$ cat src/rtl/counter_pkg.sv
// Shared definitions for the up/down counter family: FSM state encoding and default widths.
package counter_pkg;

  typedef enum logic [1:0] {
    IDLE = 2'd0,
    RUN  = 2'd1,
    DONE = 2'd2
  } state_t;

  localparam int DEFAULT_WIDTH   = 4;
  localparam int DEFAULT_PRESC_W = 4;

endpackage

$ cat src/rtl/counter_prescaler.sv
// Clock prescaler: raises step on the cycle its count matches presc, then restarts from 0.
module counter_prescaler
  import counter_pkg::*;
#(
  parameter int PRESC_W = DEFAULT_PRESC_W
) (
  input  logic               clk,
  input  logic               rst,
  input  logic               clr,
  input  logic               en,
  input  logic [PRESC_W-1:0] presc,
  output logic               step
);

  localparam logic [PRESC_W-1:0] ONE = PRESC_W'(1);

  logic [PRESC_W-1:0] cnt;

  assign step = en && (cnt == presc);

  // clr outranks counting so a load or restart always begins a fresh prescale period
  always_ff @(posedge clk or negedge rst) begin
    if (!rst) begin
      cnt <= '0;
    end else if (clr) begin
      cnt <= '0;
    end else if (en) begin
      cnt <= step ? '0 : cnt + ONE;
    end
  end

endmodule

$ cat src/rtl/up_counter_mod.sv
// Programmable up counter with prescaler, synchronous load, and continuous or one-shot modes.
// Handshake: start/stop/load are level-sampled each rising clk edge; no ready/ack path exists.
module up_counter_mod
  import counter_pkg::*;
#(
  parameter int WIDTH   = DEFAULT_WIDTH,
  parameter int PRESC_W = DEFAULT_PRESC_W
) (
  input  logic               clk,
  input  logic               rst,
  input  logic               start,
  input  logic               stop,
  input  logic               oneshot,
  input  logic               en,
  input  logic               load,
  input  logic [WIDTH-1:0]   load_val,
  input  logic [WIDTH-1:0]   mod_val,
  input  logic [PRESC_W-1:0] presc,
  output logic [WIDTH-1:0]   count,
  output logic               tick,
  output logic               busy,
  output logic               done,
  output logic [1:0]         state_dbg
);

  localparam logic [WIDTH-1:0] ONE_W = WIDTH'(1);

  state_t           state, state_next;
  logic [WIDTH-1:0] count_next;
  logic             tick_next;
  logic             os_latch, os_next;
  logic             presc_clr;
  logic             step;
  logic [WIDTH-1:0] top;
  logic [WIDTH-1:0] inc;

  // mod_val of 0 wraps to all ones, giving a full 2^WIDTH period
  assign top       = mod_val - ONE_W;
  assign inc       = count + ONE_W;
  assign state_dbg = state;

  counter_prescaler #(.PRESC_W(PRESC_W)) u_presc (
    .clk   (clk),
    .rst   (rst),
    .clr   (presc_clr),
    .en    ((state == RUN) && en),
    .presc (presc),
    .step  (step)
  );

  always_ff @(posedge clk or negedge rst) begin
    if (!rst) begin
      state    <= IDLE;
      count    <= '0;
      tick     <= 1'b0;
      busy     <= 1'b0;
      done     <= 1'b0;
      os_latch <= 1'b0;
    end else begin
      state    <= state_next;
      count    <= count_next;
      tick     <= tick_next;
      busy     <= (state_next == RUN);
      done     <= (state_next == DONE);
      os_latch <= os_next;
    end
  end

  always_comb begin
    state_next = state;
    count_next = count;
    tick_next  = 1'b0;
    os_next    = os_latch;
    presc_clr  = 1'b0;

    case (state)
      IDLE, DONE: begin
        if (!stop && start) begin
          state_next = RUN;
          count_next = '0;
          presc_clr  = 1'b1;
          os_next    = oneshot;
        end else if (stop) begin
          state_next = IDLE;
        end
      end
      RUN: begin
        if (stop) begin
          state_next = IDLE;
        end else if (step) begin
          // >= also catches a lowered mod_val or an out-of-range load
          if (os_latch) begin
            if (inc == top || count >= top) begin
              count_next = top;
              tick_next  = 1'b1;
              state_next = DONE;
            end else begin
              count_next = inc;
            end
          end else if (count >= top) begin
            count_next = '0;
            tick_next  = 1'b1;
          end else begin
            count_next = inc;
          end
        end
      end
      default: state_next = IDLE;
    endcase

    // load overrides any step or restart value, but the state move still stands
    if (load) begin
      count_next = load_val;
      tick_next  = 1'b0;
      presc_clr  = 1'b1;
    end
  end

endmodule

$ cat config.mk
export PLATFORM = sky130hd
export DESIGN_NAME = up_counter_mod
export DESIGN_NICKNAME = d
export VERILOG_FILES = /design/src/rtl/counter_pkg.sv /design/src/rtl/counter_prescaler.sv /design/src/rtl/up_counter_mod.sv
export SDC_FILE = /design/constraint.sdc
export NUM_CORES = 1
export LEC_CHECK = 0
export CAP_MARGIN = 20
export CORE_AREA = 2 2 52 54
export CTS_BUF_LIST = sky130_fd_sc_hd__clkbuf_2
export DETAILED_ROUTE_END_ITERATION = 16
export DIE_AREA = 0 0 54 56
export DONT_BUFFER_PORTS = 1
export GPL_TIMING_DRIVEN = 0
export MAX_ROUTING_LAYER = met4
export PLACE_DENSITY = 0.62
export SLEW_MARGIN = 25
export SYNTH_ARGS = -nofsm -noshare
export SYNTH_HDL_FRONTEND = slang
export SYNTH_SLANG_ARGS = --single-unit
$ cat constraint.sdc
create_clock -name clk -period 2.34 [get_ports clk]
set_input_delay 0.585 -clock clk [delete_from_list [all_inputs] [get_ports clk]]
set_output_delay 0.585 -clock clk [all_outputs]
set_load 0.02 [all_outputs]
After elaboration in Yosys (flattened, before gate mapping)
Cells that the tools add are included.
Word-level totals
  register bits: 14
  bits in latches: 0
  RAM bits: 0
  ROM bits: 0
  input bits: 19
  output and inout port bits: 9
  logic and storage cells: 59
  memories kept: 0
Operators by class
  add/subtract/negate cells: 3
  multipliers: 0
  divide/modulo/power cells: 0
  order comparisons: 1
  eq/ne operators: 9
  shift-type cells: 0
  mux-type cells: 28
  bitwise gates (word level): 0
  reductions and logical operators: 11
Operators with widths (count)
  4-bit 2-to-1 mux: 10
  2-bit 2-to-1 mux: 6
  1-bit 2-to-1 mux: 10
  4-bit by 1-bit adder with 4-bit output (second input constant): 2
  4-bit equality test: 2
  4-bit one-hot mux with 2 select lines: 1
  3-bit inequality test (second input constant): 2
  2-bit by 1-bit equality test with 1-bit output (second input constant): 2
  2-bit equality test (second input constant): 2
  4-bit greater-or-equal comparator: 1
  2-bit one-hot mux with 2 select lines: 1
  4-bit AND reduction: 1
  4-bit by 1-bit subtractor with 4-bit output (second input constant): 1
  1-bit logical AND: 3
  3-bit by 2-bit inequality test with 1-bit output (second input constant): 1
  3-bit nonzero test: 1
  2-bit logical NOT: 1
  2-bit AND reduction: 1
  2-bit nonzero test: 1
  2-bit OR reduction: 1
  1-bit logical NOT: 1
  1-bit logical OR: 1

Longest topological paths before layout
  depth in word-level cells: 9
  depth in mapped cells: 10
  gate-level depth less buffers: 10

Modules after synthesis
Synthesis repeated with hierarchy kept, for this count alone.
Unflattened totals
  cells, all modules: 121
  area total of the unflattened synthesis: 1068.5 µm²
By module, submodules not included
  up_counter_mod: instances 1, cells an instance 89, area each 793.3 µm², seq. area each 250.2 µm²
  counter_prescaler: instances 1, cells an instance 32, area each 275.3 µm², seq. area each 100.1 µm²

Least setup slack after synthesis
OpenSTA, ideal clock, no wires.
  kind: in2reg
  from: input port mod_val[0]
  to: register count[1]
  setup time: 137 ps
  arrival time: 2180 ps
  required time: 2203 ps
  path slack: 22 ps
  stages on the path: 10
  path buffers: 0
  cells stage by stage: inv_1 ha_1 xor2_2 inv_1 ha_1 a2111oi_4 nor3_2 a21o_2 a32oi_1 o221ai_1
Between the ends
  longest elaborated chain between the ends: 9
  elaborated cells between the ends (all ways): 11
  those cells by class: 1 x add/sub; 1 x order compare; 1 x eq/ne; 7 x mux; 1 x reduce/logical
Ends and longest elaborated chain
  from (decl): line up_counter_mod.sv:17  | input logic [WIDTH-1:0] mod_val,
  4-bit by 1-bit subtractor with 4-bit output (*): line up_counter_mod.sv:38  | assign top = mod_val - ONE_W;
  4-bit greater-or-equal comparator / 4-bit equality test (equally long branches): line up_counter_mod.sv:93, up_counter_mod.sv:100
  1-bit logical OR: line up_counter_mod.sv:93  | if (inc == top || count >= top) begin
  4-bit 2-to-1 mux: line up_counter_mod.sv:93
  4-bit 2-to-1 mux (*): line up_counter_mod.sv:92  | if (os_latch) begin
  4-bit 2-to-1 mux (*): line up_counter_mod.sv:90  | end else if (step) begin
  4-bit 2-to-1 mux (*): line up_counter_mod.sv:88  | if (stop) begin
  4-bit one-hot mux with 2 select lines (*): line up_counter_mod.sv:76  | case (state)
  4-bit 2-to-1 mux (*): line up_counter_mod.sv:112  | if (load) begin
  to (signal assigned): line up_counter_mod.sv:61  | count <= count_next;
  to (decl): line up_counter_mod.sv:19  | output logic [WIDTH-1:0] count,
Mark *: on every way between the ends. The rest lies on a longest branch, timed or not. The select of a mux whose other input is x is not followed.
A chain may end at the register's enable or synchronous reset.

Worst setup path in the final report
Ends and elaborated chain as after synthesis.

==> metrics.txt <==
layout cells sized above 1=20.75%; placeable core area=2432 sq um; Synth cell types=36; ys async rst share=100.0%; fillers=246; CTS tree=done; Fin Clk Skew=0.01717 ns; Cells after Synth=101; internal power=0.4139 mW; Most Used Layer, Global Route=met2; CTS sink cnt=14; placed insts=131; Final Hold Vio Count=0; pin count of the biggest net entering global routing=15; WHS Path Cells=1; max cap viols=0; Synthesized Nets=127; Tot Pwr=0.6711 mW; Die H=56 um; GRT Resource Usage Total=15.71%; crit start category=primary input; worst-margin pin slew=0.6381 ns; HPWL Detailed=1.592 mm; met1 usage=20.00%; Slew headroom=57.32%; TritonRoute pass-1 iters=2; Pleak=0.4863 nW; Reg2Reg Depth=8; Post-synth EDFFs=0; met2 Track Usage GR=24.04%; peak supply drop=0.0003009 V; Port Buf Inserts=0; Initial Util=42.70%; Top FF cell, synth=dfrtp_1; CTS clk-pin slew, worst paths=0.14 ns; Sw Share=38.33%; total number of vias=729; Yosys warning total=0; outcome=completed; FMAX=449.4 MHz; Sequential cell area=351.6 sq um; min Tclk post-route=2.225 ns; WL/cell=14.57 um; aggregate routed wire length=1.982 mm; Iteration-0 DRC Markers=6; Routability Congestion=0.7884; Via density=5.360; combinational power share=37.3%; vias in the first global route=795; n_diodes=0; # H-tree levels=1; net switching power=0.2572 mW; final worst path period share=95.10%; Mapped Area=1038 sq um; Clock power frac=16.8%; critical path class=in -> reg; RSZ-0062 raised after global routing=false; footprint of the multi-input gates=669.4 sq um; worst path required time=2.49 ns; first-pass GRT wire length=3.498 mm; setup_tns=0 ns; pre-CTS setup slack=-0.1334 ns; filler-free cell count of the finished design=136; Seq pwr share=45.9%; worst hold path class=in -> reg; met3 usage=6.183%; post-synthesis sequential area ratio=33.73%; Max Slew Vio Count=0; area delta synth->final=7.590%; CTS root buffer=clkbuf_2; # IOs=28; #FFs+latches synth=14; initial antenna violation count=0; PwrDens=600.7 nW/um^2; Site Rows=18; Mean Syn Cell Area=10.28 sq um; chip width=54 um; clk buf depth=2; Critical Path End Type=flop; Finish-stage setup viols=0; DRC viols=0; post-CTS setup buffer count=0; crit path DAT=2.37 ns; worst-skew pair later-pin latency=0.28 ns; Antenna Violating Nets Remaining=0; CTS buffer count=3; Congestion Overflow GR=0; final worst setup slack=0.1146 ns; fin nets=133; die area=3024 sq um; crit-path max FO=4
[worst paths after layout]
kind,slack (ns),endpoint,start
min,0.39,state_dbg[1]$_DFF_PN0_,stop
min reg2reg,0.58,u_presc.cnt[3]$_DFFE_PN0P_,u_presc.cnt[3]$_DFFE_PN0P_
max reg2reg,0.15,count[1]$_DFFE_PN0P_,count[0]$_DFFE_PN0P_
min in group asynchronous,0.74,done$_DFF_PN0_,rst
max,0.11,count[1]$_DFFE_PN0P_,mod_val[0]
max in group asynchronous,1.15,count[0]$_DFFE_PN0P_,rst
[critical path: stages]
cell	delay (ns)
inv_1	0.03
ha_1	0.22
xor2_2	0.23
inv_1	0.07
ha_1	0.23
a2111oi_4	0.37
nor3_4	0.11
a21o_2	0.22
a32oi_1	0.19
o221ai_1	0.12
[what timing repair did]
action                                  in CTS  in global routing
gates resized for setup                      0                  3
hold buffers                                 1                  0
hold endpoints to repair                    14                  0
endpoints found under the setup margin       0                  2
[flip-flops by register name, summed over array words and instances, names as in the netlist]
register / count
done: 1
count: 4
u_presc.cnt: 4
os_latch: 1
state_dbg: 2
busy: 1
tick: 1
[cells by family (layout without fill, tap and decap cells)]
| kind of cell | Yosys count | in the layout | synth area share (%) |
|---|---|---|---|
| simple gates | 36 | 36 | 21.93 |
| compound gates | 20 | 20 | 17.59 |
| flops | 14 | 14 | 33.74 |
| xor+xnor | 13 | 13 | 12.41 |
| buf+inv | 8 | 13 | 2.892 |
| fa+ha+maj | 7 | 7 | 8.433 |
| mux | 3 | 3 | 3.012 |
[layer usage]
layer / wire length, um / part of all wire (%) / up-vias
met3: 113 / 5.7 / 0
met4: 0 / 0 / 0
met5: 0 / 0 / -
met2: 974 / 49 / 18
li1: - / - / 367
met1: 893 / 45 / 344
[metrics by stage]
stage,hold slack [ns],area (sq um),util [%]
2_1_floorplan,0.2894,1039,-
3_5_place_dp,0.2898,1076,44.24
3_3_place_gp,0.2897,1076,44.24
5_1_grt,0.3513,1117,45.94
4_1_cts,0.3630,1105,45.42
6_report,0.3878,1117,45.94
[power by group through the flow]
stage	combinational, mW	clock [mW]	sequential, mW
detailed placement	0.230	0	0.312
CTS	0.238	0.120	0.307
global placement	0.225	0	0.312
floorplan	0.200	0	0.304
global route	0.281	0.134	0.313
finish	0.251	0.113	0.308
[layout make-up]
| type | instances | area share [%] |
|---|---|---|
| clock buffers | 3 | 1.344 |
| multi-input cells | 79 | 59.91 |
| flip-flops and latches | 14 | 31.47 |
| clock inverters | 1 | 0.3359 |
| well taps | 30 | 3.359 |
| repair buffers | 1 | 0.8959 |
| inverters | 8 | 2.688 |
[layout by cell type (no fill, tap or decap), types with 3 or more instances in the layout]
| cell | netlist | final |
|---|---|---|
| nand2_1 | 6 | 6 |
| dfrtp_1 | 14 | 13 |
| nor2_1 | 10 | 10 |
| inv_1 | 8 | 8 |
| a21oi_1 | 5 | 5 |
| ha_1 | 7 | 7 |
| xor2_1 | 5 | 5 |
| nor3_2 | 4 | 4 |
| clkbuf_2 | 0 | 3 |
| xnor2_1 | 6 | 6 |
[synthesized netlist by cell type (2+ instances only)]
cell type | n | area (sq um)
o21a_1 | 2 | 15.01
nand4_1 | 2 | 12.51
nor3_2 | 4 | 40.04
mux2i_1 | 2 | 20.02
nand2b_1 | 2 | 12.51
o31ai_1 | 2 | 15.01
a22oi_1 | 2 | 15.01
nand3_1 | 2 | 10.01
dfrtp_1 | 14 | 350.3
xor2_1 | 5 | 43.79
nand2_2 | 2 | 12.51
nand2_1 | 6 | 22.52
nor2_1 | 10 | 37.54
inv_1 | 8 | 30.03
xnor2_1 | 6 | 52.55
a21oi_1 | 5 | 25.02
or2b_1 | 2 | 15.01
ha_1 | 7 | 87.58
No activity file was read; power rests on OpenSTA's default activity.
